===== src/rtl/config_frame_loader.sv =====
// Configuration frame loader: locks onto a sync word, decodes a frame header,
// streams one word per fabric row, then pulses a one-hot strobe for the frame.
module config_frame_loader #(
    parameter int                         FrameBitsPerRow  = 32,
    parameter int                         RowSelectWidth   = 5,
    parameter int                         NumberOfRows     = 14,
    parameter int                         MaxFramesPerCol  = 20,
    parameter int                         FrameSelectWidth = 5,
    parameter logic [FrameBitsPerRow-1:0] SyncWord         = 32'hFAB0_FAB1,
    parameter int                         DesyncFlag       = 20
) (
    input  logic                        CLK,
    input  logic                        resetn,
    input  logic [FrameBitsPerRow-1:0]  WordData_I,
    input  logic                        WordValid_I,
    output logic                        WordReady_O,
    output logic [FrameBitsPerRow-1:0]  FrameData_O,
    output logic [RowSelectWidth-1:0]   RowSelect_O,
    output logic [MaxFramesPerCol-1:0]  FrameStrobe_O,
    output logic                        Busy_O,
    output logic                        Error_O
);

    typedef enum logic [1:0] {IDLE, HEADER, WRITE, STROBE} state_t;

    state_t                       state;
    state_t                       next_state;
    logic [RowSelectWidth-1:0]    row_cnt;
    logic [RowSelectWidth-1:0]    row_next;
    logic [RowSelectWidth-1:0]    row_sel_next;
    logic [FrameSelectWidth-1:0]  frame_idx;
    logic [FrameSelectWidth-1:0]  frame_next;
    logic [FrameSelectWidth-1:0]  header_idx;
    logic [FrameBitsPerRow-1:0]   data_next;
    logic [MaxFramesPerCol-1:0]   strobe_next;
    logic                         error_next;
    logic                         accept;
    logic                         is_sync;

    assign WordReady_O = (state != STROBE);
    assign accept      = WordValid_I && WordReady_O;
    assign is_sync     = (WordData_I == SyncWord);
    assign header_idx  = WordData_I[FrameBitsPerRow-1 -: FrameSelectWidth];

    always_comb begin
        next_state   = state;
        row_next     = row_cnt;
        frame_next   = frame_idx;
        data_next    = FrameData_O;
        row_sel_next = '0;
        strobe_next  = '0;
        error_next   = Error_O;

        case (state)
            IDLE: begin
                if (accept && is_sync) begin
                    next_state = HEADER;
                    error_next = 1'b0;
                end
            end
            HEADER: begin
                // A repeated sync word while waiting for a header is just padding.
                if (accept && !is_sync) begin
                    if (32'(header_idx) == DesyncFlag) begin
                        next_state = IDLE;
                    end else if (32'(header_idx) >= MaxFramesPerCol) begin
                        next_state = IDLE;
                        error_next = 1'b1;
                    end else begin
                        frame_next = header_idx;
                        row_next   = '0;
                        next_state = WRITE;
                    end
                end
            end
            WRITE: begin
                if (accept) begin
                    data_next    = WordData_I;
                    row_sel_next = row_cnt + 1'b1;
                    row_next     = row_cnt + 1'b1;
                    if (32'(row_cnt) == NumberOfRows - 1) begin
                        next_state = STROBE;
                    end
                end
            end
            STROBE: begin
                // The last row select is on the outputs now; strobe lands one cycle later.
                strobe_next = MaxFramesPerCol'(1) << frame_idx;
                next_state  = HEADER;
            end
            default: next_state = IDLE;
        endcase
    end

    always_ff @(posedge CLK or negedge resetn) begin
        if (!resetn) begin
            state         <= IDLE;
            row_cnt       <= '0;
            frame_idx     <= '0;
            FrameData_O   <= '0;
            RowSelect_O   <= '0;
            FrameStrobe_O <= '0;
            Error_O       <= 1'b0;
            Busy_O        <= 1'b0;
        end else begin
            state         <= next_state;
            row_cnt       <= row_next;
            frame_idx     <= frame_next;
            FrameData_O   <= data_next;
            RowSelect_O   <= row_sel_next;
            FrameStrobe_O <= strobe_next;
            Error_O       <= error_next;
            Busy_O        <= (next_state != IDLE);
        end
    end

endmodule


===== config.mk =====
export PLATFORM = sky130hd
export DESIGN_NAME = config_frame_loader
export DESIGN_NICKNAME = d
export VERILOG_FILES = /design/src/rtl/config_frame_loader.sv
export SDC_FILE = /design/constraint.sdc
export NUM_CORES = 1
export LEC_CHECK = 0
export CAP_MARGIN = 20
export CELL_PAD_IN_SITES_DETAIL_PLACEMENT = 1
export CELL_PAD_IN_SITES_GLOBAL_PLACEMENT = 1
export CORE_MARGIN = 2
export CORE_UTILIZATION = 35
export CTS_BUF_LIST = sky130_fd_sc_hd__clkbuf_4 sky130_fd_sc_hd__clkbuf_8 sky130_fd_sc_hd__clkbuf_16
export DETAILED_ROUTE_END_ITERATION = 8
export PLACE_DENSITY = 0.82
export SLEW_MARGIN = 5
export SYNTH_ARGS = -nofsm -noshare
export SYNTH_HDL_FRONTEND = slang
export SYNTH_SLANG_ARGS = --single-unit

===== constraint.sdc =====
create_clock -name CLK -period 1.9 [get_ports CLK]
set_clock_uncertainty 0.05 [all_clocks]
set_input_delay 0.285 -clock CLK [delete_from_list [all_inputs] [get_ports CLK]]
set_output_delay 0.285 -clock CLK [all_outputs]
set_load 0.01 [all_outputs]

==> impl_metrics.csv <==
group,metric,value,unit
run_status,status,"completed",
placement,place_congestion,0.839,
logic_synthesis,synthXorXnorAreaFrac,0.00943,
die,start_util,0.361,
global_route,grt_pass1_vias,2246,
logic_synthesis,synth_seq_area_share,0.638,
global_route,antenna_found_initial,0,
cells_and_area,synthToLayoutAreaGrowth,49.5,%
placement,pre_cts_slack,-0.224,ns
timing,finalSetupViolCount,0,
critical_path,cp_max_fo,8,
placement,io_buffers,94,
detailed_routing,drtAntennaViolNets,0,
critical_path,startpoint_type,"register",
detailed_routing,drcViolationCount,0,
clock_network,cts_buffers,9,
critical_path,crit_type,"reg2out",
global_route,overflow,0,
timing,max_freq,554,MHz
pwr,p_leak,1.76,nW
detailed_routing,drtPass1Iterations,4,
die,rows,32,
timing,fin_ws,0.0942,ns
placement,place_area,3930,um^2
critical_path,path_delay_family,"buffers and inverters",
cells_and_area,drive_gt1_frac,0.224,
logic_synthesis,synth.mux.area_fraction,0.150,
clock_network,cts_setup_buffers,0,
clock_network,cts_buffer_depth,2,
global_route,grt_max_degree,40,
timing,holdWs,0.267,ns
timing,tightestPinTransition,0.478,ns
logic_synthesis,synth_top_family_by_area,"multiplexers",
timing,drv_slew,0,
die,core,7730,um^2
logic_synthesis,synth_area_per_cell,13.0,um^2
clock_network,cts_root_buf,"clkbuf_8",
cells_and_area,nets,363,
timing,relSlewSlack,0.682,
logic_synthesis,synth_warnings,0,
detailed_routing,drt_iter0_drc,39,
clock_network,clock_latency,0.34,ns
logic_synthesis,synth-compound-area-share,0.0409,
pwr,p_per_area,1390,nW/um^2
min_path,min_path_type,"in2async",
clock_network,path_clk_slew,0.07,ns
critical_path,worstPathArrival,1.47,ns
critical_path,end_kind,"output port",
placement,place_hpwl,5150,um
cells_and_area,n_antenna_cell,0,
cells_and_area,fin_area,4170,um^2
timing,min_period_over_period,0.950,
detailed_routing,avgViaCountPerCell,4.77,
logic_synthesis,synth_cell_types,33,
global_route,grt_pass1_wl,10800,um
die,die_w,93.2,um
detailed_routing,vias,2065,
logic_synthesis,yosys.area_share.simple,0.137,
logic_synthesis,ys_async_sr_fraction,1.00,
die,pin_count,95,
critical_path,worstPathRequired,1.56,ns
pwr,ir_drop,735,uV
detailed_routing,detail_route.wl_per_cell,15.4,um
logic_synthesis,ys.flop_type,"dfrtp_1",
logic_synthesis,synthAdderAreaFrac,0.00898,
critical_path,critPathMaxStageDelay,0.54,ns
detailed_routing,wirelength,6680,um
global_route,grt_use_total,0.162,
critical_path,path_buf_inv,1,
cells_and_area,fillCellCount,785,
clock_network,clock_sinks,71,
logic_synthesis,synth_cells,214,
critical_path,cp_slowest_cell,"clkdlybuf4s50_1",
die,die_area,8690,um^2
logic_synthesis,syn-num-nets,251,
die,die_h,93.2,um
logic_synthesis,synth_area,2790,um^2
logic_synthesis,synth_seq_cells,71,
logic_synthesis,synth-edff-count,0,
timing,rsz0062_at_grt,"no",
clock_network,htree_levels,3,
clock_network,tritoncts,"built",
timing,fin_crit,1.81,ns
critical_path,critical_path.cell_chain,"nand2_1 > clkdlybuf4s50_1",
timing,finalHoldViolations,0,
job,drv_cap,0,
registers in the layout, summed over array words and instances, names as in the netlist:
register       flops
frame_idx          5
Busy_O             1
Error_O            1
row_cnt            5
FrameData_O       32
RowSelect_O        5
FrameStrobe_O     20
state              2
cell usage after synthesis, types with 4 or more instances:
cell type,instances,area share
nor3_1,4,0.0072
nand4b_1,4,0.013
buf_2,5,0.0090
o21ai_1,5,0.0090
nor2_1,28,0.038
o21ai_0,4,0.0072
mux2_2,36,0.15
dfrtp_1,71,0.64
nand2_1,13,0.018
a31oi_1,4,0.0090
nand3_1,4,0.0072
kinds of logic (layout without fill, tap and decap cells):
family          Yosys count  in the layout
simple gates             72             72
buf+inv                  11            128
mux                      37             37
xor+xnor                  3              3
fa+ha+maj                 2              2
flops                    71             71
compound gates           18             18
metrics by stage:
stage | power [mW] | std cells | setup TNS, ns | util
floorplan | 3.31 | 214 | 0 | -
detailed placement | 4.50 | 416 | -1.98 | 0.509
finish | 5.77 | 433 | 0 | 0.539
global placement | 4.40 | 416 | -1.63 | 0.509
CTS | 5.86 | 433 | 0 | 0.539
global route | 6.11 | 433 | 0 | 0.539
area by class of cell:
class | count | area [um^2] | area share
Timing Repair Buffer | 109 | 1060 | 0.255
Clock buffer | 10 | 131 | 0.0315
Tap cell | 102 | 128 | 0.0306
Multi-Input combinational cell | 132 | 962 | 0.231
Sequential cell | 71 | 1780 | 0.427
Clock inverter | 6 | 92.6 | 0.0222
Inverter | 3 | 11.3 | 0.00270
worst paths after layout:
| path | from | endpoint | cells past startpoint | slack (ns) |
|---|---|---|---|---|
| min | resetn | FrameStrobe_O[4] | 2 | 0.27 |
| max in group asynchronous | resetn | state[1] | 3 | 0.81 |
| max reg2reg | state[0] | row_cnt[0] | 6 | 0.21 |
| min in group CLK | FrameData_O[0] | FrameData_O[0] | 1 | 0.46 |
| max | state[1] | WordReady_O | 2 | 0.09 |
| min reg2reg | FrameData_O[0] | FrameData_O[0] | 1 | 0.46 |
placed cells by master, fill, tap and decap left out, types with 2 or more instances in the layout:
master	n
xor2_1	2
inv_6	2
ha_1	2
o21ai_0	4
bufinv_16	2
nor3_1	4
clkbuf_8	9
nand2_1	13
or3_1	2
clkinvlp_4	2
a31oi_1	4
nand4_1	2
buf_4	13
nand2b_1	2
nor4b_2	2
nor4_1	2
nand4b_1	4
nand3_1	4
dfrtp_1	70
a21oi_1	2
mux2_2	36
inv_1	3
o21ai_1	5
nor2_1	28
clkdlybuf4s50_1	93
and4b_1	3
per-layer routing:
metal	GRT usage	wire length (um)
met4	0.0551	79
met3	0.0524	355
met1	0.186	2710
met2	0.284	3540
met5	0	0
power by group:
part	leakage (nW)	internal, mW	switching, mW
combinational	0.758	1.25	0.809
clock	0.107	0.763	0.565
sequential	0.893	2.01	0.379
worst reg2reg max path, cell delays in order, from the launching register on:
cell	delay [ns]
dfrtp_1	0.45
nand2b_1	0.19
or2_2	0.32
buf_4	0.18
and3_1	0.17
nor2_1	0.12
o21ai_1	0.08
what timing repair did:
action	in CTS	in global routing
hold endpoints to repair	6	0
gates resized for setup	0	1
setup endpoints to repair	0	1
hold buffers	1	0
No activity file was read; power rests on OpenSTA's default activity.
